### src/rtl/dta_buffer_reader.sv
// -----------------------------------------------------------------------------
// dta_buffer_reader
//
// Read-side master for the DTA_Buffer pixel line RAM. When the writer signals
// a full line (LINE_RDY) this block walks RD_ADDR from 0 to LINE_LEN-1 and
// captures RD_DTA, which arrives one cycle after its address. The captured
// pixels go into a small output FIFO and are presented in address order on a
// VLD/RDY stream. When the line has been fully transferred, LINE_ACK pulses
// for one cycle so that the writer may refill the buffer.
//
// Ports
//   i_clk      in   1        clock, rising edge
//   i_rst_n    in   1        asynchronous active-low reset
//   LINE_RDY   in   1        1-cycle pulse: buffer holds a complete line
//   RD_ADDR    out  ADDR_W   read address to DTA_Buffer
//   RD_DTA     in   DTA_W    buffer read data, valid one cycle after RD_ADDR
//   O_PIXEL    out  DTA_W    output pixel (FIFO head), 0 when O_VLD is low
//   O_VLD      out  1        O_PIXEL valid (FIFO non-empty)
//   O_RDY      in   1        downstream accepts
//   LINE_ACK   out  1        1-cycle pulse: line fully drained
//   BUSY       out  1        high whenever the FSM is not idle
//   OVR        out  1        sticky: LINE_RDY arrived while busy
//   dbg_state  out  2        current FSM state (0 idle, 1 read, 2 drain, 3 done)
//
// Output handshake: a pixel moves exactly on a rising edge where O_VLD and
// O_RDY are both high. Once O_VLD is raised, O_VLD and O_PIXEL stay stable
// until that transfer happens; O_RDY may change freely and has no
// combinational path to O_VLD.
// -----------------------------------------------------------------------------
module dta_buffer_reader #(
    parameter int LINE_LEN   = 640,
    parameter int ADDR_W     = 11,
    parameter int DTA_W      = 16,
    parameter int FIFO_DEPTH = 4
) (
    input  logic              i_clk,
    input  logic              i_rst_n,
    input  logic              LINE_RDY,
    output logic [ADDR_W-1:0] RD_ADDR,
    input  logic [DTA_W-1:0]  RD_DTA,
    output logic [DTA_W-1:0]  O_PIXEL,
    output logic              O_VLD,
    input  logic              O_RDY,
    output logic              LINE_ACK,
    output logic              BUSY,
    output logic              OVR,
    output logic [1:0]        dbg_state
);

    // Credit counts up to FIFO_DEPTH, FIFO pointers index FIFO_DEPTH slots.
    localparam int CW = $clog2(FIFO_DEPTH + 1);
    localparam int PW = (FIFO_DEPTH > 1) ? $clog2(FIFO_DEPTH) : 1;

    localparam logic [ADDR_W-1:0] LAST_ADDR = ADDR_W'(LINE_LEN - 1);
    localparam logic [CW-1:0]     DEPTH_C   = CW'(FIFO_DEPTH);
    localparam logic [PW-1:0]     LAST_SLOT = PW'(FIFO_DEPTH - 1);

    typedef enum logic [1:0] {
        S_IDLE  = 2'd0,
        S_READ  = 2'd1,
        S_DRAIN = 2'd2,
        S_DONE  = 2'd3
    } state_t;

    state_t            state;
    state_t            state_nxt;
    logic [ADDR_W-1:0] ctr;
    logic [ADDR_W-1:0] ctr_nxt;
    logic [CW-1:0]     credit;
    logic [CW-1:0]     credit_nxt;
    logic [CW-1:0]     credit_after_pop;
    logic              issue;
    logic              issue_d;
    logic              pop;
    logic              ovr_q;

    logic [DTA_W-1:0]  mem [FIFO_DEPTH];
    logic [PW-1:0]     wr_ptr;
    logic [PW-1:0]     rd_ptr;
    logic [CW-1:0]     count;
    logic [CW-1:0]     count_nxt;

    function automatic logic [PW-1:0] next_ptr(input logic [PW-1:0] p);
        return (p == LAST_SLOT) ? '0 : p + 1'b1;
    endfunction

    // -------------------------------------------------------------------------
    // Issue control
    // -------------------------------------------------------------------------
    assign pop = O_VLD & O_RDY;

    // A pop always has a FIFO entry behind it, so credit >= 1 whenever pop is
    // high and this subtraction cannot wrap.
    assign credit_after_pop = credit - CW'(pop);

    // Credit covers FIFO entries plus reads still in the RAM pipe, so issuing
    // only while it is below FIFO_DEPTH guarantees every returning word has a
    // free slot. Counting this cycle's pop lets issue continue back-to-back
    // at full rate.
    assign issue = (state == S_READ) && (credit_after_pop < DEPTH_C);

    assign credit_nxt = credit_after_pop + CW'(issue);
    assign count_nxt  = count + CW'(issue_d) - CW'(pop);

    // -------------------------------------------------------------------------
    // FSM
    // -------------------------------------------------------------------------
    always_ff @(posedge i_clk or negedge i_rst_n) begin
        if (!i_rst_n) begin
            state  <= S_IDLE;
            ctr    <= '0;
            credit <= '0;
            ovr_q  <= 1'b0;
        end else begin
            state  <= state_nxt;
            ctr    <= ctr_nxt;
            credit <= credit_nxt;
            if (LINE_RDY && (state != S_IDLE)) begin
                ovr_q <= 1'b1;
            end
        end
    end

    always_comb begin
        state_nxt = state;
        ctr_nxt   = ctr;
        case (state)
            S_IDLE: begin
                if (LINE_RDY) begin
                    state_nxt = S_READ;
                    ctr_nxt   = '0;
                end
            end
            S_READ: begin
                if (issue) begin
                    // The counter stops on the last address so RD_ADDR never
                    // leaves the line and holds there until the next line.
                    if (ctr == LAST_ADDR) begin
                        state_nxt = S_DRAIN;
                    end else begin
                        ctr_nxt = ctr + 1'b1;
                    end
                end
            end
            S_DRAIN: begin
                // Leave as soon as the last pop empties the credit, so the
                // acknowledge lands on the cycle right after the last pixel.
                if (credit_after_pop == '0) begin
                    state_nxt = S_DONE;
                end
            end
            S_DONE: begin
                state_nxt = S_IDLE;
            end
            default: begin
                state_nxt = S_IDLE;
            end
        endcase
    end

    // -------------------------------------------------------------------------
    // RAM return pipe and output FIFO
    // -------------------------------------------------------------------------
    // The RAM is read every cycle; issue_d marks the single cycle in which
    // RD_DTA belongs to an address this block actually issued. Clearing it on
    // reset drops any word returning for a pre-reset issue.
    always_ff @(posedge i_clk or negedge i_rst_n) begin
        if (!i_rst_n) begin
            issue_d <= 1'b0;
            wr_ptr  <= '0;
            rd_ptr  <= '0;
            count   <= '0;
        end else begin
            issue_d <= issue;
            count   <= count_nxt;
            if (issue_d) begin
                wr_ptr <= next_ptr(wr_ptr);
            end
            if (pop) begin
                rd_ptr <= next_ptr(rd_ptr);
            end
        end
    end

    // Storage needs no reset: O_PIXEL is masked while the FIFO is empty.
    always_ff @(posedge i_clk) begin
        if (issue_d) begin
            mem[wr_ptr] <= RD_DTA;
        end
    end

    // -------------------------------------------------------------------------
    // Outputs
    // -------------------------------------------------------------------------
    assign RD_ADDR   = ctr;
    assign O_VLD     = (count != '0);
    assign O_PIXEL   = O_VLD ? mem[rd_ptr] : '0;
    assign LINE_ACK  = (state == S_DONE);
    assign BUSY      = (state != S_IDLE);
    assign OVR       = ovr_q;
    assign dbg_state = state;

endmodule

### config.mk
export PLATFORM = sky130hd
export DESIGN_NAME = dta_buffer_reader
export DESIGN_NICKNAME = d
export VERILOG_FILES = /design/src/rtl/dta_buffer_reader.sv
export SDC_FILE = /design/constraint.sdc
export NUM_CORES = 1
export LEC_CHECK = 0
export ABC_CLOCK_PERIOD_IN_PS = 2500
export CORE_ASPECT_RATIO = 1.4
export CORE_MARGIN = 10
export CORE_UTILIZATION = 51
export CTS_BUF_LIST = sky130_fd_sc_hd__clkbuf_4
export DETAILED_ROUTE_END_ITERATION = 12
export GPL_TIMING_DRIVEN = 1
export PLACE_DENSITY = 0.79
export SYNTH_ARGS = -nofsm -noshare
export SYNTH_HDL_FRONTEND = slang
export SYNTH_SLANG_ARGS = --single-unit
### constraint.sdc
create_clock -name i_clk -period 2.5 [get_ports i_clk]
set_input_delay 0.375 -clock i_clk [delete_from_list [all_inputs] [get_ports i_clk]]
set_output_delay 0.375 -clock i_clk [all_outputs]
set_load 0.01 [all_outputs]
# After elaboration in Yosys (flattened, before gate mapping)
# Memory sizes are Yosys's and may differ from the RTL's.
# Index checks and enable logic that the tools add are counted.
# word_totals
regBits	25
out_inout_bits	33
ram_bits	64
word_cells	52
memories	1
inputBits	20
# mem_list
name	words	width	rd	rd_clocked_by_memory_dff	write_ports	line	rtl
mem	4	16	1	0	1	77	logic [DTA_W-1:0] mem [FIFO_DEPTH];
# op_classes
n_bitwise	1
n_eq_ne	11
order_cmp	1
muxes	14
add_sub_neg	7
reduce_logical	9
# op_table
op	n
$mux W11	3
$pmux W11 S2	1
$mux W16	1
$mux W2	6
$add A11 B1 Y11 const B	1
$eq A11 B10 Y1 const B	1
$eq A2 B2 Y1 const B	4
$ne A2 B2 Y1 const B	4
$pmux W2 S4	1
$reduce_and A4 Y1	2
$add A3 B1 Y3	2
$sub A3 B1 Y3	2
$add A2 B1 Y2 const B	2
$reduce_bool A2 Y1	2
$logic_not A3 Y1	1
$lt A3 B3 Y1 const B	1
$reduce_bool A3 Y1	1
$eq A2 B1 Y1 const B	1
$logic_and A1 B1 Y1	2
$logic_not A2 Y1	1
$mux W1	2
$ne A2 B1 Y1 const B	1
$and A1 B1 Y1	1

# Depth between registers and ports, before layout
# Gate-level depths: netlist (run 1).
# logic_depth
depth_word	7
depth_mapped	11

# Worst setup path before layout (run 1)
# Ideal clock, no wire load.
# synth_timing
path_kind	reg2reg
from	reg count[1]
to	reg ctr[7] (netlist: RD_ADDR[7])
required_ns	2.406
arrival_ns	2.665
stages_incl_launch_ff	11
setup_ns	0.094
setup_slack_ns	-0.259
synth_period_minus_slack_ns	2.759
path_cell_list	dfrtp_1 or3_1 clkbuf_1 nand2_1 inv_1 ha_1 ha_1 xor2_1 a41o_4 or4_1 a211oi_1
# synth_via
elab_chain_cells	7
# synth_rtl
item	line	rtl
start, declared	80	logic [CW-1:0] count;
start signal, assigned	175	count <= count_nxt;
$reduce_bool A3 Y1	196	assign O_VLD = (count != '0);
$and A1 B1 Y1	90	assign pop = O_VLD & O_RDY;
via pop	74	logic pop;
$sub A3 B1 Y3	94	assign credit_after_pop = credit - CW'(pop);
$lt A3 B3 Y1	100	assign issue = (state == S_READ) && (credit_after_pop < DEPTH_C);
$logic_and A1 B1 Y1	100	
$ne A2 B2 Y1 (no line)	n/a	
$reduce_and A4 Y1 (no line)	n/a	
end signal, assigned	116	ctr <= ctr_nxt;
end, declared	67	logic [ADDR_W-1:0] ctr;
# The timed path passes the listed nets, and every way through them passes these cells.
# A chain may end at the register's enable or synchronous reset.

# Worst setup path in the final report (run 1)
# Same ends and word-level chain as after synthesis.

==> impl_results.md, run 1 <==
- Max clock buf depth: 2
- Slew @ Worst Pin: 0.420 ns
- Final nets: between 300 and 400
- Final Max Tran Viols: 0
- Via-per-instance ratio: 5.62
- Ys async rst share: 0.281
- Most used cell, CP: ha_4
- Initial antenna violation count: 0
- Register area: between 0.002 and 0.003 sq mm
- First-pass DRT Iterations: 5
- Crit. End Element: flip-flop
- Pleak: 0.00182 uW
- Fmax achieved: ~0.42 GHz
- Max-slew headroom: 0.717
- Max layer used: met4
- Clk slew on worst S/H paths: 0.13 ns
- Largest net degree at the start of global routing: 26
- Most instantiated library cell after synthesis: edfxtp_1
- Ys flop type: edfxtp_1
- Crit path max-delay family: simple AND/OR/NAND/NOR gates
- Vias: 2484
- HPWL Detailed: about 5.8 mm
- Post-synthesis sequential area ratio: 0.639
- Port bufs: 52
- Yosys top cell area share: 0.482
- DIE AREA: 0.0118 sq mm
- H-Tree Depth: 3
- Die X: 94.7 um
- Setup tns final: 0 ns
- Peak supply drop: 0.503 mV
- DRC Markers: 0
- GRT Total Usage: 0.145
- Total Wirelength: 8.10 mm
- Critical path class: reg2reg
- Metal3 WL: 563 um
- Buf/Inv on CP: 1
- Met2 Wirelength: 4.23 mm
- Synth area leaders: edfxtp_1 (48%), dfrtp_1 (16%), mux4_2 (9.0%)
- Average wire per standard cell: 18.3 um
- Root Driver: clkbuf_4
- Row cnt: 38
- Total Power: 5070 uW
- Share of post-route cells with drive strength above 1: 0.170
- Filler cell count: 605
- Max incr delay on CP: 0.42 ns
- Gate Count Post-Synth: 268
- Fin. Hold Viols: 0
- Critical path peak fanout: 9
- Max cap viols: 0
- Initial DRC count: 120
- CTS sink count: 89
- TritonCTS clock tree: built
- Total placed cells including tap cells: 424
- # IOs: 53
- Global-route wire length before repair: 13.2 mm
- Tmin final: approximately 2.4 ns
- Cell Count, Final, Fillers Out: around 440
- Hold_buf cts: 0
- Synth area leader: edfxtp_1
- Final Skew: 0.0101 ns
- Grt total ovfl: 0
- Ant diodes: 0
- Vias in the first global route: 2654
- DRT met1 WL: 3.11 mm
- Cell area after layout: approximately 0.0049 sq mm
- EDFF count, synth: 64
- Path type of the worst min-delay path: in2async
- RSZ-0062 raised after global routing: false
- Worst hold slack: 0.287 ns
- Distinct cell type count after synthesis: 36
- Final worst-path cycle share: 0.962
- Post-Syn Area: 0.00399 sq mm
- Final setup violation count: 0
- Initial Util: 0.518
- Synth top cells by count: edfxtp_1 (64), dfrtp_1 (25), and2_1 (22)
- Worst Path Arrival: 2.77 ns
- Status: completed
- Area post-placement: 0.00476 sq mm
- PD cells: 1030 mW/mm^2
- Core area: ~0.0077 sq mm
- CP Cell Sequence: or3_1, nand2_2, inv_2, ha_4, ha_4, xor2_4, a41o_4, or4_1, a211oi_2
- Slowest-stage cell, CP: or4_1
- Die Y: 125 um
- Antenna viol nets, final: 0
- WP data required: 2.86 ns
- Synth Register Bits: slightly below 90
- Multi-input gate area: about 0.0014 sq mm
- Mean post-synth cell area: 14.9 sq um
- TritonCTS Buffers: 9
- Syn Nets: a little over 300
- Clock Latency Late Sink: around 0.43 ns
- Layout area overhead: 23.1%
- Routability cong.: 0.841
- Ys Warns: 0
- CP Launch Type: flip-flop
-- layout make-up --
cell class / count / area share
clock inverters: 6 / 0.0138
inverters: 16 / 0.0122
multi-input cells: 154 / 0.284
well taps: 100 / 0.0255
clock buffers: 10 / 0.0153
repair buffers: 67 / 0.130
flip-flops and latches: 89 / 0.519
-- worst register-to-register path: cells and delay by family (launching register included) --
family | cells | cell delay (ns)
DFF | 1 | 0.40
buffers and inverters | 1 | 0.05
xor gates and xnor gates | 1 | 0.19
adders and majority gates | 2 | 0.33
AOI/OAI and AO/OA | 2 | 0.45
and+or+nand+nor | 3 | 0.92
-- placed cells by master (no fill, tap or decap), types with 2 or more instances in the layout --
cell,instances
a211o_1,2
a211oi_1,3
a21o_1,2
a21oi_1,5
a41oi_1,2
and2_1,22
and3_1,3
buf_12,2
buf_4,13
clkbuf_4,10
clkdlybuf4s50_1,36
clkinvlp_4,2
dfrtp_1,25
dlygate4sd2_1,16
edfxtp_1,64
ha_1,14
ha_4,2
inv_1,15
mux2_2,3
mux2i_1,4
mux4_2,16
nand2_1,16
nand3_1,12
nand4_1,3
nor2_1,8
nor3_1,5
nor4_1,4
o211ai_1,2
o21ai_0,7
or3_1,3
xnor2_1,4
-- per-stage QoR --
stage	utilization	setup WS, ns
detailed placement	0.618	0.0428
global route	0.637	0.0109
global placement	0.618	0.0777
CTS	0.635	0.0584
floorplan	-	0.0612
finish	0.637	0.0941
-- registers in the layout (all words and copies together) (netlist names) --
| name | cells |
|---|---|
| count | 3 |
| mem | 64 |
| rd_ptr | 2 |
| OVR | 1 |
| RD_ADDR | 11 |
| credit | 3 |
| dbg_state | 2 |
| issue_d | 1 |
| wr_ptr | 2 |
-- final timing paths --
path | start | endpoint | slack (ns) | cells past startpoint
worst max-delay path | count[1] | RD_ADDR[7] | 0.09 | 9
worst min-delay path | i_rst_n | RD_ADDR[9] | 0.29 | 2
worst max register to register | count[1] | RD_ADDR[7] | 0.09 | 9
worst min register to register | OVR | OVR | 0.47 | 1
max in group asynchronous | i_rst_n | wr_ptr[0] | 1.96 | 2
min in group i_clk | OVR | OVR | 0.47 | 1
-- per-layer routing --
metal / global-route usage / up-vias
met4: 0.0671 / 0
met5: 0 / -
li1: - / 1146
met1: 0.163 / 1240
met2: 0.244 / 81
met3: 0.0446 / 17
-- cells by family after synthesis --
family	after synthesis	synth area share
mux	23	0.109
buf+inv	25	0.0245
fa+ha+maj	17	0.0552
simple gates	81	0.111
flops	89	0.639
compound gates	28	0.0499
xor+xnor	5	0.0110
-- report_power, final --
part,internal [uW],switching (uW),total [uW]
Sequential,1850,175,2030
Clock,319,486,805
Combinational,1140,1100,2240
Total,3310,1760,5070
-- timing repair --
item | in CTS | in global routing
endpoints found under the setup margin | 16 | 1
setup buffers | 1 | 1
gates cloned | 0 | 0
gates resized for setup | 16 | 1
Power figures use the tool's default switching activity.
==> run 2: changes to the inputs <==
--- a/config.mk
+++ b/config.mk
@@ -11,7 +11,7 @@
 export CORE_UTILIZATION = 51
 export CTS_BUF_LIST = sky130_fd_sc_hd__clkbuf_4
 export DETAILED_ROUTE_END_ITERATION = 12
-export GPL_TIMING_DRIVEN = 1
+export GPL_TIMING_DRIVEN = 0
 export PLACE_DENSITY = 0.79
 export SYNTH_ARGS = -nofsm -noshare
 export SYNTH_HDL_FRONTEND = slang
==> run 2 against run 1 <==
Net effect:
- sequential power about the same
- global-route usage fell by 0.55 points
- final area rose by 2.4%
- critical path depth grew 1
- wire length up 0.46%
- clock skew barely moved
- largest cell class unchanged
- the flow now finishes with violations (negative setup slack)
==> impl_results.md, run 2 (synthesized netlist as in run 1, its figures left out) <==
- Path type of the worst min-delay path: reg2reg (was in2async)
- Tmin final: 2.50 ns (was 2.41 ns)
- Final worst-path cycle share: 1.00 (was 0.962)
- Max reg flops: 64 (unchanged)
- CP Launch Type: flip-flop (unchanged)
- Max clock buf depth: 2 (unchanged)
- Critical path class: reg2reg (unchanged)
- Average wire per standard cell: 18.1 um (was 18.3 um)
- Max incr delay on CP: 0.43 ns (was 0.42 ns)
- Most common cell after layout, fill and taps aside: edfxtp_1 (unchanged)
- TritonCTS clock tree: built (unchanged)
- Die X: 94.7 um (unchanged)
- Hold_buf cts: 0 (unchanged)
- Worst Path Arrival: 2.85 ns (was 2.77 ns)
- Filler cell count: 578 (was 605)
- Pleak: 0.00185 uW (was 0.00182 uW)
- Max cap viols: 0 (unchanged)
- CP Cell Sequence: or3_4, buf_8, nand2_8, inv_6, ha_4, ha_4, xor2_4, a41o_4, or4_4, a211oi_2 (was or3_1, nand2_2, inv_2, ha_4, ha_4, xor2_4, a41o_4, or4_1, a211oi_2)
- Status: finished with violations (was completed)
- Global-route wire length before repair: 12.9 mm (was 13.2 mm)
- Crit. End Element: flip-flop (unchanged)
- Initial antenna violation count: 0 (unchanged)
- Initial Util: 0.518 (unchanged)
- Share of post-route cells with drive strength above 1: 0.192 (was 0.170)
- Total placed cells including tap cells: 420 (was 424)
- GRT Total Usage: 0.140 (was 0.145)
- # IOs: 53 (unchanged)
- Max-slew headroom: 0.224 (was 0.717)
- Fin. Hold Viols: 0 (unchanged)
- H-Tree Depth: 3 (unchanged)
- Final setup violation count: 1 (was 0)
- CTS sink count: 89 (unchanged)
- RSZ-0062 raised after global routing: true (was false)
- Grt total ovfl: 0 (unchanged)
- Critical path peak fanout: 5 (was 9)
- Final nets: 381 (was 374)
- Largest net degree at the start of global routing: 26 (unchanged)
- R2R cell count: 10 (was 9)
- Via-per-instance ratio: 5.61 (was 5.62)
- Hold Path Depth: 1
- HPWL Detailed: 5.46 mm (was 5.75 mm)
- Row cnt: 38 (unchanged)
- PD cells: 1030 mW/mm^2 (about the same)
- Most frequent cells in the layout: edfxtp_1 (64), clkdlybuf4s50_1 (36), dfrtp_1 (24) (was edfxtp_1 (64), clkdlybuf4s50_1 (36), dfrtp_1 (25))
- Cell Count, Final, Fillers Out: 449 (was 442)
- Hold-critical path endpoint: OVR
- Failing checks: negative setup slack
- DRC Markers: 0 (unchanged)
- Fin util: 0.653 (was 0.637)
- Critical R2R Launch: count[0] (was count[1])
- Antenna viol nets, final: 0 (unchanged)
- Total Wirelength: 8.14 mm (was 8.10 mm)
- Clk slew on worst S/H paths: 0.13 ns (about the same)
- Initial DRC count: 116 (was 120)
- Die Y: 125 um (unchanged)
- Routability cong.: 0.865 (was 0.841)
- R2r endpoint: RD_ADDR[7] (unchanged)
- WP data required: 2.85 ns (was 2.86 ns)
- Final WS setup: -0.00210 ns (was 0.0941 ns)
- Clock Latency Late Sink: 0.42 ns (was 0.43 ns)
- DIE AREA: 0.0118 sq mm (unchanged)
- Reg with most FFs: mem (unchanged)
- Fmax achieved: 0.400 GHz (was 0.416 GHz)
- Ant diodes: 0 (unchanged)
- Most used cell, CP: ha_4 (unchanged)
- Root Driver: clkbuf_4 (unchanged)
- Reg2reg setup slack: -0.002 ns (was 0.09 ns)
- Core area: 0.00770 sq mm (unchanged)
- Port bufs: 52 (unchanged)
- Slowest-stage cell, CP: or4_4 (was or4_1)
- Slew @ Worst Pin: 1.16 ns (was 0.420 ns)
- Layout area overhead: 26.1% (was 23.1%)
- First-pass DRT Iterations: 4 (was 5)
- Final Skew: 0.00960 ns (was 0.0101 ns)
- TritonCTS Buffers: 9 (unchanged)
- Peak supply drop: 0.491 mV (was 0.503 mV)
- Vias in the first global route: 2611 (was 2654)
- Hold Crit Start: OVR
- Total Power: 5170 uW (was 5070 uW)
- Vias: 2518 (was 2484)
- Final Max Tran Viols: 0 (unchanged)
==> run 2: cell types whose count changed in the layout (fill, tap and decap cells not counted), sizes merged <==
cell	change
clkdlybuf4s15	+1
xor2	+1
clkinv	+2
clkinvlp	-1
inv	-1
clkbuf	+6
dlygate4sd2	-1
buf	+1
bufinv	-1
==> run 2: routing by layer <==
metal	GRT usage	vias up	part of all wire
li1	-	1167	-
met1	0.149	1262	0.37
met2	0.244	76	0.54
met3	0.0525	13	0.075
met4	0.0477	0	0.018
met5	0	-	0
==> run 2: stage by stage <==
stage / TNS [ns] / setup WS (ns) / cell area, sq um / hold WS [ns]
floorplan: 0 / 0.0612 / 4030 / 0.0794
global placement: -1.74 / -0.186 / 4680 / 0.441
detailed placement: -2.10 / -0.228 / 4680 / 0.451
CTS: 0 / 0.00364 / 4940 / 0.481
global route: -0.224 / -0.0583 / 5030 / 0.510
finish: -0.00210 / -0.00210 / 5030 / 0.472
==> run 2: worst max path at each step <==
stage,startpoint,end,slack (ns),cells after the start
after global routing,count[0],RD_ADDR[7],-0.06,10
after global placement,rd_ptr[1],O_PIXEL[10],-0.19,5
after detailed placement,rd_ptr[1],O_PIXEL[7],-0.23,5
after CTS,count[1],RD_ADDR[7],0.004,10
after floorplan,count[1],RD_ADDR[7],0.06,10
final,count[0],RD_ADDR[7],-0.002,10
==> run 2: worst max-delay path: cells and delay by family, from the launching register on <==
| kind | cells | cell delay [ns] |
|---|---|---|
| compound gates | 2 | 0.45 |
| flops | 1 | 0.42 |
| simple gates | 3 | 0.87 |
| buf+inv | 2 | 0.18 |
| xor+xnor | 1 | 0.17 |
| fa+ha+maj | 2 | 0.33 |
==> run 2: where the power goes <==
part	switching [uW]	internal, uW
Clock	453	224
Combinational	1180	1290
Sequential	171	1860
Total	1810	3370
==> run 2: layout make-up <==
type / instances / area, sq um / share of cell area
inverter: 16 / 65.1 / 0.0129
buffer: 8 / 77.6 / 0.0154
sequential: 89 / 2550 / 0.507
clock buffer: 11 / 82.6 / 0.0164
tap: 100 / 125 / 0.0249
multi-input combinational: 155 / 1450 / 0.288
clock inverter: 5 / 32.5 / 0.00647
timing repair buffer: 65 / 646 / 0.128
==> run 2: repair_timing <==
| item | 4_1_cts | 5_1_grt |
|---|---|---|
| cloned | 1 | 1 |
| resized for setup | 34 | 9 |
| endpoints found under the hold margin | 0 | 0 |
| buffers inserted | 9 | 3 |
| endpoints found under the setup margin | 25 | 17 |
| pin swaps | 1 | 2 |
